**config.mk**
```make
export PLATFORM = sky130hd
export DESIGN_NAME = hash_light_ctrl_flat
export DESIGN_NICKNAME = d
export VERILOG_FILES = /design/src/rtl/hash_light_ctrl_if.sv /design/src/rtl/hash_light_ctrl.sv /design/src/flat_wrapper.sv
export SDC_FILE = /design/constraint.sdc
export NUM_CORES = 1
export LEC_CHECK = 0
export CORE_MARGIN = 2
export CORE_UTILIZATION = 53
export DETAILED_ROUTE_END_ITERATION = 7
export PLACE_DENSITY = 0.89
export SETUP_SLACK_MARGIN = 0.4
export SLEW_MARGIN = 20
export SYNTH_ARGS = -nofsm -noshare
export SYNTH_HDL_FRONTEND = slang
export SYNTH_SLANG_ARGS = --single-unit
```
**constraint.sdc**
```tcl
create_clock -name clk -period 3.3 [get_ports clk]
set_input_delay 0.99 -clock clk [delete_from_list [all_inputs] [get_ports clk]]
set_output_delay 0.99 -clock clk [all_outputs]
set_load 0.01 [all_outputs]
```
**src/rtl/hash_light_ctrl_if.sv**
```systemverilog
// hash_light_ctrl_if
//   Bundles every handshake and bus signal around the hash controller:
//   the byte-wide message stream in (s_*), the hash-core request/response
//   pair (h_*), the byte-wide digest stream out (d_*), and the busy/err
//   status lines.
//   master : the controller's view (drives s_ready, h_start, h_m, d_valid,
//            d_data, busy, err).
//   slave  : the environment's view (message source, hash core, digest sink).
interface hash_light_ctrl_if;
   logic        s_valid;
   logic [7:0]  s_data;
   logic        s_ready;
   logic        h_start;
   logic [31:0] h_m;
   logic        h_done;
   logic [31:0] h_d;
   logic        d_valid;
   logic [7:0]  d_data;
   logic        d_ready;
   logic        busy;
   logic        err;

   modport master (
      input  s_valid, s_data, h_done, h_d, d_ready,
      output s_ready, h_start, h_m, d_valid, d_data, busy, err
   );

   modport slave (
      output s_valid, s_data, h_done, h_d, d_ready,
      input  s_ready, h_start, h_m, d_valid, d_data, busy, err
   );
endinterface

```
**src/rtl/hash_light_ctrl.sv**
```systemverilog
// hash_light_ctrl
//   Collects four message bytes into a 32-bit block, kicks a hash core with
//   a one-cycle start pulse, waits (bounded by TIMEOUT cycles) for the core
//   to finish, then streams the four digest bytes out, most significant first.
//   A core that never answers sets the sticky err flag and the block is dropped.
// Ports
//   clk : single clock, rising edge
//   rst : synchronous active-high reset
//   bus : hash_light_ctrl_if.master
//         s_valid/s_data/s_ready  message byte stream in
//         h_start/h_m             request to the hash core
//         h_done/h_d              response from the hash core
//         d_valid/d_data/d_ready  digest byte stream out
//         busy                    high in every state except LOAD
//         err                     sticky timeout flag
module hash_light_ctrl #(
   parameter int unsigned TIMEOUT = 255
) (
   input logic                clk,
   input logic                rst,
   hash_light_ctrl_if.master  bus
);

   typedef enum logic [1:0] {
      LOAD  = 2'd0,
      START = 2'd1,
      WAIT  = 2'd2,
      EMIT  = 2'd3
   } state_t;

   // The wait counter starts at 0 on the first WAIT cycle, so the last
   // permitted WAIT cycle is the one where it holds TIMEOUT-1.
   localparam logic [15:0] WAIT_LAST = 16'(TIMEOUT - 1);

   state_t      state;
   state_t      state_next;
   logic [1:0]  byte_cnt;
   logic [1:0]  dig_idx;
   logic [15:0] wait_cnt;
   logic [31:0] m_reg;
   logic [31:0] digest;
   logic        err_reg;

   logic        s_xfer;
   logic        d_xfer;
   logic        timeout_hit;

   // Handshake qualifiers; h_done only matters while waiting, and a
   // completion on the last allowed cycle still wins over the timeout.
   always_comb begin
      s_xfer      = bus.s_valid && (state == LOAD);
      d_xfer      = bus.d_ready && (state == EMIT);
      timeout_hit = (state == WAIT) && !bus.h_done && (wait_cnt == WAIT_LAST);
   end

   // State register.
   always_ff @(posedge clk) begin
      if (rst) begin
         state <= LOAD;
      end else begin
         state <= state_next;
      end
   end

   // Next-state logic.
   always_comb begin
      state_next = state;
      case (state)
         LOAD: begin
            if (s_xfer && (byte_cnt == 2'd3)) begin
               state_next = START;
            end
         end
         START: begin
            state_next = WAIT;
         end
         WAIT: begin
            if (bus.h_done) begin
               state_next = EMIT;
            end else if (timeout_hit) begin
               state_next = LOAD;
            end
         end
         EMIT: begin
            if (d_xfer && (dig_idx == 2'd3)) begin
               state_next = LOAD;
            end
         end
         default: begin
            state_next = LOAD;
         end
      endcase
   end

   // Datapath: message assembly, wait counter, digest capture, digest
   // index and the sticky error flag. Both 2-bit counters wrap naturally
   // after their fourth step.
   always_ff @(posedge clk) begin
      if (rst) begin
         byte_cnt <= 2'd0;
         dig_idx  <= 2'd0;
         wait_cnt <= 16'd0;
         m_reg    <= 32'd0;
         digest   <= 32'd0;
         err_reg  <= 1'b0;
      end else begin
         if (s_xfer) begin
            case (byte_cnt)
               2'd0:    m_reg[31:24] <= bus.s_data;
               2'd1:    m_reg[23:16] <= bus.s_data;
               2'd2:    m_reg[15:8]  <= bus.s_data;
               default: m_reg[7:0]   <= bus.s_data;
            endcase
            byte_cnt <= byte_cnt + 2'd1;
         end

         if (state == WAIT) begin
            wait_cnt <= wait_cnt + 16'd1;
         end else begin
            wait_cnt <= 16'd0;
         end

         if ((state == WAIT) && bus.h_done) begin
            digest <= bus.h_d;
         end

         if (timeout_hit) begin
            err_reg <= 1'b1;
         end

         if (d_xfer) begin
            dig_idx <= dig_idx + 2'd1;
         end
      end
   end

   // Outputs are pure functions of state and registers; d_data is forced
   // to zero outside EMIT so nothing stale leaks onto the digest bus.
   always_comb begin
      bus.s_ready = (state == LOAD);
      bus.h_start = (state == START);
      bus.h_m     = m_reg;
      bus.d_valid = (state == EMIT);
      bus.busy    = (state != LOAD);
      bus.err     = err_reg;
      bus.d_data  = 8'd0;
      if (state == EMIT) begin
         case (dig_idx)
            2'd0:    bus.d_data = digest[31:24];
            2'd1:    bus.d_data = digest[23:16];
            2'd2:    bus.d_data = digest[15:8];
            default: bus.d_data = digest[7:0];
         endcase
      end
   end

endmodule
```
**src/flat_wrapper.sv**
```systemverilog
// flat-port wrapper written by rule: the top's interface ports become plain ports
module hash_light_ctrl_flat 
#(
   parameter int unsigned TIMEOUT = 255
)
  (clk, rst, bus_s_valid, bus_s_data, bus_h_done, bus_h_d, bus_d_ready, bus_s_ready, bus_h_start, bus_h_m, bus_d_valid, bus_d_data, bus_busy, bus_err);
  hash_light_ctrl_if bus_i ();
  input logic clk;
  input logic rst;
  input wire logic [$bits(bus_i.s_valid)-1:0] bus_s_valid;
  input wire logic [$bits(bus_i.s_data)-1:0] bus_s_data;
  input wire logic [$bits(bus_i.h_done)-1:0] bus_h_done;
  input wire logic [$bits(bus_i.h_d)-1:0] bus_h_d;
  input wire logic [$bits(bus_i.d_ready)-1:0] bus_d_ready;
  output wire logic [$bits(bus_i.s_ready)-1:0] bus_s_ready;
  output wire logic [$bits(bus_i.h_start)-1:0] bus_h_start;
  output wire logic [$bits(bus_i.h_m)-1:0] bus_h_m;
  output wire logic [$bits(bus_i.d_valid)-1:0] bus_d_valid;
  output wire logic [$bits(bus_i.d_data)-1:0] bus_d_data;
  output wire logic [$bits(bus_i.busy)-1:0] bus_busy;
  output wire logic [$bits(bus_i.err)-1:0] bus_err;
  assign bus_i.s_valid = bus_s_valid;
  assign bus_i.s_data = bus_s_data;
  assign bus_i.h_done = bus_h_done;
  assign bus_i.h_d = bus_h_d;
  assign bus_i.d_ready = bus_d_ready;
  assign bus_s_ready = bus_i.s_ready;
  assign bus_h_start = bus_i.h_start;
  assign bus_h_m = bus_i.h_m;
  assign bus_d_valid = bus_i.d_valid;
  assign bus_d_data = bus_i.d_data;
  assign bus_busy = bus_i.busy;
  assign bus_err = bus_i.err;
  hash_light_ctrl #(.TIMEOUT(TIMEOUT)) u_core (.clk(clk), .rst(rst), .bus(bus_i));
endmodule
```
==> results.ini <==
[clock_tree]
cts_buffers = 9
cts.htree.levels = 3
cts_sinks = 87
cts_tree = built
cts_buffer_depth = 2
cts_root_buf = clkbuf_8
clk-insertion-delay-late_ns = 0.35
path_clk_slew_ns = 0.08

[timing]
tightestPinTransition_ns = 0.723
slew_violations = 0
grt_setup_unrepaired = yes
finClkSkew_ns = 0.00873
relSlewSlack_pct = 51.8
fin_crit_ns = 2.93
hold_viol_final = 0
max_freq_mhz = 341
finalSetupViolCount = 0
fin_tns_setup_ns = 0
holdWs_ns = 0.461
period_share_pct = 88.8

[global_routing]
antenna_found_initial = 0
grt_max_degree = 72
grt_pass1_vias = 3240
gr-total-overflow = 0
grt_usage_pct = 25.5
grt_pass1_wl_um = 15100

[floorplan]
boundaryPins = 90
die-area_um2 = 7510
die_height_um = 86.7
core_area_um2 = 6720
initial_core_util_pct = 53.9
num_rows = 30
dieWidth_um = 86.7

[critical_path]
worstPathArrival_ns = 1.94
r2r-start = u_core.state[0]$_SDFFE_PP0P_
crit_type = flop to output pin
reg2reg_depth = 4
critPathCaptureType = output pin
reg2reg_slack_ns = 1.58
worst-path-max-fanout = 8
startpoint = u_core.dig_idx[0]$_SDFFE_PP0P_
crit_path_start_kind = flop
critical_path_required_ns = 2.31
r2r-end = u_core.bus.h_m[0]$_SDFFE_PP0P_

[yosys]
ys_types = 37
ys_ff_latch = 87
synth_nets = 509
synth.most_common_cell = nand2_1
synthArstFlopShare_pct = 0
ys_top_cells_by_count = nand2_1 (138), dfxtp_1 (87), a21oi_1 (79), nor2_1 (35), clkbuf_1 (18)
synth_top_cell_by_area = dfxtp_1
synth-edff-count = 0
ys_seq_area_share_pct = 48.1
syn_area_um2 = 3620
synthCells = 453
syn_area_per_cell_um2 = 8.00
synth_area_leaders = dfxtp_1 (48%), nand2_1 (14%), a21oi_1 (11%)
yosys.area.top_type_share_pct = 48.1
synth_ff_type = dfxtp_1
yosys_warnings = 0

[placed_design]
place_congestion = 0.855
io_buffers = 89
place_hpwl_um = 6550
post_dp_cell_area_um2 = 4500

[power_and_ir_drop]
finalPower_mw = 2.15
power.density_nw_per_um2 = 451
leakagePower_nw = 1.65
ir_drop_uv = 298

[finish]
drive_gt1_share_pct = 8.44
area_delta_synth_final_pct = 31.5
fillCellCount = 495
num_antenna_cells = 0
nets = 584
postLayoutCellArea_um2 = 4760

[min_path]
holdCritPathClass = flop to flop
hold_start = u_core.bus.h_m[18]$_SDFFE_PP0P_
whs_endpoint = u_core.bus.h_m[18]$_SDFFE_PP0P_
whs_path_depth = 2

[status]
status = completed

[job]
cap_violations = 0

[drt]
post_drt_wl_per_cell_um = 15.8
drt_iter0_drc = 346
ant_nets = 0
drc_errors = 0
vias = 3385
wl_um = 9680
via_per_inst = 5.52
drt_pass1_iterations = 7

-- worst max-delay path by stage --
stage	end
2_1_floorplan	bus_d_data[5]
3_3_place_gp	bus_d_data[0]
3_5_place_dp	bus_d_data[3]
4_1_cts	bus_d_data[4]
5_1_grt	bus_d_data[0]
6_report	bus_d_data[4]
-- power by group --
group	internal [mW]	switching, mW
Sequential	1.07	0.0142
Combinational	0.0936	0.0838
Clock	0.505	0.383
Total	1.67	0.481
-- kinds of logic after synthesis --
family                   Yosys count  synth area share, %
buffers and inverters             41                 4.90
flip-flops                        87                 48.1
multiplexers                       1                0.276
XOR/XNOR                          12                 2.90
AO/OA/AOI/OAI                     94                 14.5
AND/OR/NAND/NOR                  207                 25.5
adder cells (fa/ha/maj)           11                 3.80
-- per-layer routing --
metal | part of all wire (%) | track usage, % | wire [um] | up-vias
li1 | - | - | - | 1648
met1 | 42 | 32.1 | 4080 | 1579
met2 | 50 | 43.0 | 4840 | 137
met3 | 6.0 | 4.67 | 576 | 21
met4 | 2.0 | 10.8 | 189 | 0
met5 | 0 | 0 | 0 | -
-- what timing repair did --
| action | CTS | global route |
|---|---|---|
| setup buffers | 0 | 1 |
| endpoints found under the setup margin | 8 | 9 |
| gates resized for setup | 22 | 12 |
| endpoints found under the hold margin | 0 | 0 |
| hold buffers | 0 | 0 |
| pin swaps | 5 | 8 |
-- stage by stage --
stage          util (%)  setup WS, ns  instances
2_1_floorplan         -         0.954        453
3_5_place_dp       66.9         0.352        596
4_1_cts            71.0         0.407        612
3_3_place_gp       66.9         0.491        596
5_1_grt            70.9         0.332        613
6_report           70.9         0.371        613
-- critical path, stage by stage, from the launching register on --
cell	delay, ns
dfxtp_4	0.37
inv_2	0.07
ha_4	0.20
a222oi_1	0.38
nor2_1	0.08
a21oi_1	0.13
nor2_1	0.07
dlygate4sd2_1	0.29
-- cells in the final DEF (no fill, tap or decap), types with 3 or more instances in the layout --
cell type / n
a21oi_1: 79
a222oi_1: 8
and2_1: 5
buf_4: 3
bufinv_16: 3
clkbuf_2: 7
clkbuf_8: 9
clkdlybuf4s50_1: 80
dfxtp_1: 85
ha_1: 8
inv_1: 10
nand2_1: 137
nand3_1: 6
nor2_1: 35
nor3_1: 5
xnor2_1: 10
-- cell type report --
cell class | instances | area [um2] | area share [%]
flip-flops and latches | 87 | 1750 | 36.7
multi-input cells | 325 | 1730 | 36.4
repair buffers | 93 | 892 | 18.7
clock buffers | 9 | 124 | 2.60
clock inverters | 7 | 120 | 2.52
well taps | 80 | 100 | 2.10
inverters | 12 | 45.0 | 0.946
Power figures use the tool's default switching activity.
